## src/rtl/alu3_pkg.sv

```systemverilog
// alu3_pkg: shared opcode type and opcode encodings for the alu_3 datapath.
//   op_t    3-bit opcode type carried on the sel signal
//   OP_*    encodings for the eight operations (all eight are legal)
package alu3_pkg;

  typedef logic [2:0] op_t;

  localparam op_t OP_ADD = 3'b000;
  localparam op_t OP_SUB = 3'b001;
  localparam op_t OP_AND = 3'b010;
  localparam op_t OP_OR  = 3'b011;
  localparam op_t OP_XOR = 3'b100;
  localparam op_t OP_NOT = 3'b101;
  localparam op_t OP_SHL = 3'b110;
  localparam op_t OP_SHR = 3'b111;

endpackage

```

## src/rtl/alu_3_if.sv

```systemverilog
// alu_3_if: operand/opcode/result bundle for alu_3.
//   a, b   operands (b doubles as shift amount)
//   sel    opcode
//   y      registered result
//   carry  registered carry/borrow flag   (only with ALU3_FLAGS_EN)
//   zero   registered zero flag           (only with ALU3_FLAGS_EN)
// Modports: master drives operands, slave (the ALU) drives results.
// Optional feature macro: ALU3_FLAGS_EN.
interface alu_3_if
  import alu3_pkg::*;
#(
  parameter int unsigned WIDTH = 4
);

  logic [WIDTH-1:0] a;
  logic [WIDTH-1:0] b;
  op_t              sel;
  logic [WIDTH-1:0] y;

`ifdef ALU3_FLAGS_EN
  logic carry;
  logic zero;

  modport master (output a, b, sel, input  y, carry, zero);
  modport slave  (input  a, b, sel, output y, carry, zero);
`else
  modport master (output a, b, sel, input  y);
  modport slave  (input  a, b, sel, output y);
`endif

endinterface

```

## src/rtl/alu3_shifter.sv

```systemverilog
// alu3_shifter: combinational logical shifter for alu_3.
//   a_i     value to shift
//   b_i     shift amount; amounts >= WIDTH saturate the result to 0
//   left_i  1 = shift left, 0 = shift right (both zero fill)
//   y_o     shifted value
//   lost_o  1 when a left shift by b_i drops any 1 bit (independent of left_i)
module alu3_shifter #(
  parameter int unsigned WIDTH = 4
) (
  input  logic [WIDTH-1:0] a_i,
  input  logic [WIDTH-1:0] b_i,
  input  logic             left_i,
  output logic [WIDTH-1:0] y_o,
  output logic             lost_o
);

  logic               over;
  logic [2*WIDTH-1:0] wide;

  always_comb begin
    over = 32'(b_i) >= WIDTH;
    // Double-width left shift keeps the dropped bits visible in the upper half.
    wide = {{WIDTH{1'b0}}, a_i} << b_i;
    if (over) begin
      y_o    = '0;
      lost_o = |a_i;
    end else begin
      y_o    = left_i ? wide[WIDTH-1:0] : (a_i >> b_i);
      lost_o = |wide[2*WIDTH-1:WIDTH];
    end
  end

endmodule

```

## src/rtl/alu_3.sv

```systemverilog
// alu_3: registered eight-operation ALU, one-cycle latency, one op per cycle.
//   clk  system clock (rising edge)
//   rst  synchronous active-high reset; clears y (and flags) to 0
//   bus  alu_3_if.slave: a, b, sel in; y (and carry, zero) out
// Optional feature macro: ALU3_FLAGS_EN adds registered carry and zero flags.
module alu_3
  import alu3_pkg::*;
#(
  parameter int unsigned WIDTH = 4
) (
  input logic     clk,
  input logic     rst,
  alu_3_if.slave  bus
);

  logic [WIDTH-1:0] sh_y;
  logic             sh_lost;
  logic [WIDTH:0]   sum_ext;
  logic [WIDTH:0]   diff_ext;
  logic [WIDTH-1:0] y_d, y_q;
  logic             carry_d;

  alu3_shifter #(
    .WIDTH (WIDTH)
  ) u_shifter (
    .a_i    (bus.a),
    .b_i    (bus.b),
    .left_i (bus.sel == OP_SHL),
    .y_o    (sh_y),
    .lost_o (sh_lost)
  );

  always_comb begin
    y_d      = '0;
    carry_d  = 1'b0;
    sum_ext  = {1'b0, bus.a} + {1'b0, bus.b};
    // Top bit of the extended difference is the borrow (a < b).
    diff_ext = {1'b0, bus.a} - {1'b0, bus.b};
    unique case (bus.sel)
      OP_ADD: begin
        y_d     = sum_ext[WIDTH-1:0];
        carry_d = sum_ext[WIDTH];
      end
      OP_SUB: begin
        y_d     = diff_ext[WIDTH-1:0];
        carry_d = diff_ext[WIDTH];
      end
      OP_AND: y_d = bus.a & bus.b;
      OP_OR:  y_d = bus.a | bus.b;
      OP_XOR: y_d = bus.a ^ bus.b;
      OP_NOT: y_d = ~bus.a;
      OP_SHL: begin
        y_d     = sh_y;
        carry_d = sh_lost;
      end
      OP_SHR: y_d = sh_y;
    endcase
  end

  always_ff @(posedge clk) begin
    if (rst) y_q <= '0;
    else     y_q <= y_d;
  end

  assign bus.y = y_q;

`ifdef ALU3_FLAGS_EN
  logic carry_q, zero_q;

  always_ff @(posedge clk) begin
    if (rst) begin
      carry_q <= 1'b0;
      zero_q  <= 1'b0;
    end else begin
      carry_q <= carry_d;
      zero_q  <= (y_d == '0);
    end
  end

  assign bus.carry = carry_q;
  assign bus.zero  = zero_q;
`else
  logic unused_carry;
  assign unused_carry = carry_d;
`endif

endmodule

```

## src/flat_wrapper.sv

```systemverilog
// flat-port wrapper written by rule: the top's interface ports become plain ports
module alu_3_flat import alu3_pkg::*;
#(
  parameter int unsigned WIDTH = 4
)
  (clk, rst, bus_a, bus_b, bus_sel, bus_y);
  alu_3_if #(.WIDTH(WIDTH)) bus_i ();
  input logic clk;
  input logic rst;
  input wire logic [$bits(bus_i.a)-1:0] bus_a;
  input wire logic [$bits(bus_i.b)-1:0] bus_b;
  input wire logic [$bits(bus_i.sel)-1:0] bus_sel;
  output wire logic [$bits(bus_i.y)-1:0] bus_y;
  assign bus_i.a = bus_a;
  assign bus_i.b = bus_b;
  assign bus_i.sel = bus_sel;
  assign bus_y = bus_i.y;
  alu_3 #(.WIDTH(WIDTH)) u_core (.clk(clk), .rst(rst), .bus(bus_i));
endmodule
```

## config.mk

```make
export PLATFORM = sky130hd
export DESIGN_NAME = alu_3_flat
export DESIGN_NICKNAME = d
export VERILOG_FILES = /design/src/rtl/alu3_pkg.sv /design/src/rtl/alu_3_if.sv /design/src/rtl/alu3_shifter.sv /design/src/rtl/alu_3.sv /design/src/flat_wrapper.sv
export SDC_FILE = /design/constraint.sdc
export NUM_CORES = 1
export LEC_CHECK = 0
export CAP_MARGIN = 20
export CORE_AREA = 5 5 48 66
export CTS_CLUSTER_DIAMETER = 30
export DETAILED_ROUTE_END_ITERATION = 8
export DIE_AREA = 0 0 53 71
export PLACE_DENSITY = 0.62
export SLEW_MARGIN = 10
export SYNTH_ARGS = -nofsm -noshare
export SYNTH_HDL_FRONTEND = slang
export SYNTH_SLANG_ARGS = --single-unit
```

## constraint.sdc

```tcl
create_clock -name clk -period 4.5 [get_ports clk]
set_input_delay 0.675 -clock clk [delete_from_list [all_inputs] [get_ports clk]]
set_output_delay 0.675 -clock clk [all_outputs]
set_load 0.1 [all_outputs]
```

Yosys cells after proc, flatten, opt, wreduce, memory -nomap -nowiden. Cells that the tools add are included.

Register bits: 4. Latch bits: 0. RAM bits: 0. ROM bits: 0. Input port bits: 13. Output and inout bits: 4. Word-level logic and storage cells: 22. Memories: 0.

Add/subtract/negate cells: 2. $mul: 0. Divide/modulo/power cells: 0. $lt $le $gt $ge: 1. Eq/ne operators: 7. Shifts and indexed selects: 2. Muxes and demuxes: 3. Bitwise gates (word level): 4. Reduce and logical (&&, ||, !) cells: 2.

Operators by type and width (number): $pmux 4 s7 (1); $eq 3x3->1 const B (4); $mux 4 (2); $eq 3x2->1 const B (2); $add 4x4->4 (1); $and 4x4->4 (1); $ge 4x3->1 const B (1); $not 4->4 (1); $or 4x4->4 (1); $shl 4x4->4 (1); $shr 4x4->4 (1); $sub 4x4->4 (1); $xor 4x4->4 (1); $eq 3x1->1 const B (1); $logic_not 3->1 (1); $reduce_or 2->1 (1).

Logic depth before layout (Yosys ltp).
Depth in word-level cells: 4. Depth in mapped cells: 9. Mapped depth without buffers: 8.

Cells and area by module. A second synthesis with hierarchy kept.

Cell total of the unflattened synthesis: 115. Area total of the unflattened synthesis: 863.3 um^2.

Modules (own cells, without submodules): alu_3 (instances 1, cells each 82, area each 634.4 um^2, seq. area each 80.1 um^2); alu3_shifter (instances 1, cells each 33, area each 229.0 um^2, seq. area each 0.0 um^2).

Worst setup path after synthesis. No wires, ideal clock.

Path type: input to register. Start: in bus_b[0]. End: reg u_core.y_q[3], in the netlist u_core.bus.y[3]. Library setup time: 0.086 ns. Arrival: 2.291 ns. Required time: 4.414 ns. Path slack: 2.124 ns. Cell stages on the path: 9. Path buffers: 1. Path through: buf_2 > inv_1 > ha_1 > mux2i_1 > ha_1 > a21o_1 > a21oi_1 > xnor2_1 > a211oi_1.

Word-level cells in the longest chain between the ends: 4. Elaborated cells on any way between the ends: 8. Those cells by class: add/sub (2); order compare (1); shift (2); mux (3).

RTL lines: from (decl) (RTL line flat_wrapper.sv:11) `input wire logic [$bits(bus_i.b)-1:0] bus_b;`; $shr 4x4->4 / $shl 4x4->4 (equally long branches) (RTL line alu3_shifter.sv:28, alu3_shifter.sv:23); $mux 4 (RTL line alu3_shifter.sv:28) `y_o = left_i ? wide[WIDTH-1:0] : (a_i >> b_i);`; $mux 4 (RTL line alu3_shifter.sv:24) `if (over) begin`; $pmux 4 s7 * (RTL line alu_3.sv:39) `unique case (bus.sel)`; to (signal assigned) (RTL line alu_3.sv:62) `else y_q <= y_d;`; to (decl) (RTL line alu_3.sv:20) `logic [WIDTH-1:0] y_d, y_q;`.

Mark *: on every way between the ends. The rest lies on a longest branch, timed or not. A chain may end at the register's enable or synchronous reset.

Final worst setup path.
Start: in bus_sel[0]. End: reg u_core.y_q[3], in the netlist u_core.bus.y[3].

Word-level cells in the longest chain between the ends: 4. Elaborated cells on any way between the ends: 12. Those cells by class: eq/ne (7); mux (3); reduce/logical (2).

RTL lines: from (decl) (RTL line flat_wrapper.sv:12) `input wire logic [$bits(bus_i.sel)-1:0] bus_sel;`; $eq 3x3->1 (RTL line alu_3.sv:28, alu_3.sv:39); $mux 4 (RTL line alu3_shifter.sv:28); $mux 4 (RTL line alu3_shifter.sv:24); $pmux 4 s7 * (RTL line alu_3.sv:39).

Marked as above.

==> results.json <==
{
  "yosys-top-cells-count": "13 x ha_1, 10 x inv_1, 9 x nand2_1",
  "maxCapViolations": 0,
  "port_buffers": 16,
  "postSynthCellCount": 106,
  "p_leak_nw": 0.419,
  "nNetsFinal": 147,
  "gp_congestion": 0.956,
  "max_freq_ghz": 0.337,
  "crit_type": "in2reg",
  "post_cts_buffers": 0,
  "min_path_type": "in2reg",
  "antenna_found_initial": 0,
  "drv_slew": 0,
  "n_fill_cell": 261,
  "drive_gt1_frac": 0.0593,
  "clk_pin_slew_ns": 0.04,
  "ys_seq_area_frac": 0.0992,
  "initial_core_util": 0.315,
  "synth_area_um2": 807,
  "setup_viol": 0,
  "grt_pass1_wl_um": 3550,
  "antenna_cells": 0,
  "grt_pass1_vias": 812,
  "post-route-min-period_ns": 2.97,
  "wl_per_cell_um": 12.7,
  "drc": 0,
  "cts_buffers": 3,
  "syn_avg_cell_area_um2": 7.61,
  "place_ws_ns": 1.30,
  "ant_nets": 0,
  "synth_top_area_cell": "ha_1",
  "rsz0062_at_grt": "no",
  "grt_use_total": 0.120,
  "fp.dieH_um": 71,
  "synth_top_area_frac": 0.202,
  "ys_seq_elements": 4,
  "slowest_stage": "clkdlybuf4s50_1",
  "ys.flop_type": "dfxtp_1",
  "cp-start-kind": "input port",
  "grt_max_degree": 20,
  "htree_levels": 1,
  "tns_ns": 0,
  "status": "completed",
  "clock-sinks": 4,
  "wirelength_um": 1960,
  "fin_area_um2": 991,
  "ys_warn_count": 0,
  "p_per_area_nw_per_um2": 197,
  "synth_area_leaders": "ha_1 20%, dfxtp_1 9.9%, xnor2_1 5.4%",
  "die_area_um2": 3760,
  "crit_family": "buffers and inverters",
  "endpoint": "u_core.bus.y[3]$_SDFF_PP0_",
  "synth_nets": 133,
  "grt-ovfl-total": 0,
  "place_area_um2": 968,
  "drtIter0Drc": 21,
  "hold_viol_final": 0,
  "fp-row-count": 22,
  "critPathRequiredTime_ns": 4.65,
  "critPathLaunch": "bus_sel[0]",
  "crit_path_end_kind": "flop",
  "synth.distinct_cells": 36,
  "synth-edff-count": 0,
  "cp.buffers_inverters": 1,
  "fin_util": 0.387,
  "peakVddDrop_uv": 137,
  "worstMarginPinSlew_ns": 0.969,
  "critPathMaxStageDelay_ns": 0.82,
  "ios": 17,
  "arrival_ns": 3.11,
  "dp.final_hpwl_um": 1610,
  "path_cells": "clkdlybuf4s50_1 -> nor3b_2 -> mux2i_1 -> ha_1 -> a21o_1 -> a21oi_1 -> xnor2_1 -> a211oi_1",
  "cts_buffer_depth": 2,
  "cts_resized": 0,
  "synth-async-reset-ratio": 0,
  "path_depth": 8,
  "syn2layout_area_growth_pct": 22.8,
  "cts_tree": "done",
  "ctsHoldBuffers": 0,
  "cts-root-buf": "clkbuf_4",
  "coreArea_um2": 2560,
  "setup_slack_ns": 1.53,
  "yosysMostFrequentCell": "ha_1",
  "vias_per_cell": 5.12,
  "relSlewSlack": 0.352,
  "timing.hold.ws_ns": 1.09,
  "dr.pass1.iters": 4,
  "fin_crit_sh": 0.660,
  "largest_reg_flops": 4,
  "die_x_um": 53,
  "cp_max_fo": 19,
  "num_vias": 788
}
power by group:
part           switching (mW)  total (mW)  internal (mW)
Clock                  0.0132      0.0429         0.0297
Combinational          0.0693       0.112         0.0430
Sequential           0.000717      0.0399         0.0392
worst min path at each step:
stage | startpoint | end | slack, ns | depth (start not counted)
after CTS | rst | u_core.bus.y[1]$_SDFF_PP0_ | 1.09 | 2
after global routing | rst | u_core.bus.y[1]$_SDFF_PP0_ | 1.09 | 2
after detailed placement | rst | u_core.bus.y[1]$_SDFF_PP0_ | 1.33 | 2
final | rst | u_core.bus.y[1]$_SDFF_PP0_ | 1.09 | 2
after floorplan | rst | u_core.bus.y[1]$_SDFF_PP0_ | 0.74 | 1
after global placement | rst | u_core.bus.y[0]$_SDFF_PP0_ | 1.33 | 2
per-stage QoR:
step / instances / power [mW]
detailed placement: 151 / 0.153
global placement: 151 / 0.152
CTS: 154 / 0.198
floorplan: 106 / 0.122
finish: 154 / 0.195
global route: 154 / 0.213
cell type report:
type,count,area [um2],share of cell area
Timing Repair Buffer,16,160,0.162
Inverter,10,37.5,0.0379
Multi-Input combinational cell,85,646,0.652
Clock buffer,3,22.5,0.0227
Sequential cell,4,80.1,0.0808
Tap cell,36,45.0,0.0455
layer usage:
metal,up-vias,GRT usage,wire (um)
met4,0,0.0256,0
met5,-,0,0
met1,359,0.143,810
li1,401,-,-
met3,0,0.0189,75
met2,28,0.217,1080
kinds of logic (layout without fill, tap and decap cells):
kind of cell / after synthesis / after routing / synth area share
xor+xnor: 5 / 5 / 0.0543
mux: 4 / 4 / 0.0496
buf+inv: 17 / 29 / 0.101
fa+ha+maj: 14 / 14 / 0.226
simple gates: 26 / 26 / 0.171
compound gates: 36 / 36 / 0.299
flops: 4 / 4 / 0.0992
layout by cell type (no fill, tap or decap), types with 4 or more instances in the layout:
| cell | n |
|---|---|
| a211oi_1 | 4 |
| a21oi_1 | 7 |
| clkdlybuf4s50_1 | 16 |
| dfxtp_1 | 4 |
| ha_1 | 13 |
| inv_1 | 10 |
| mux2i_1 | 4 |
| nand2_1 | 9 |
| nor2_1 | 6 |
| o21ai_0 | 7 |
| xnor2_1 | 5 |
Power figures use the tool's default switching activity.
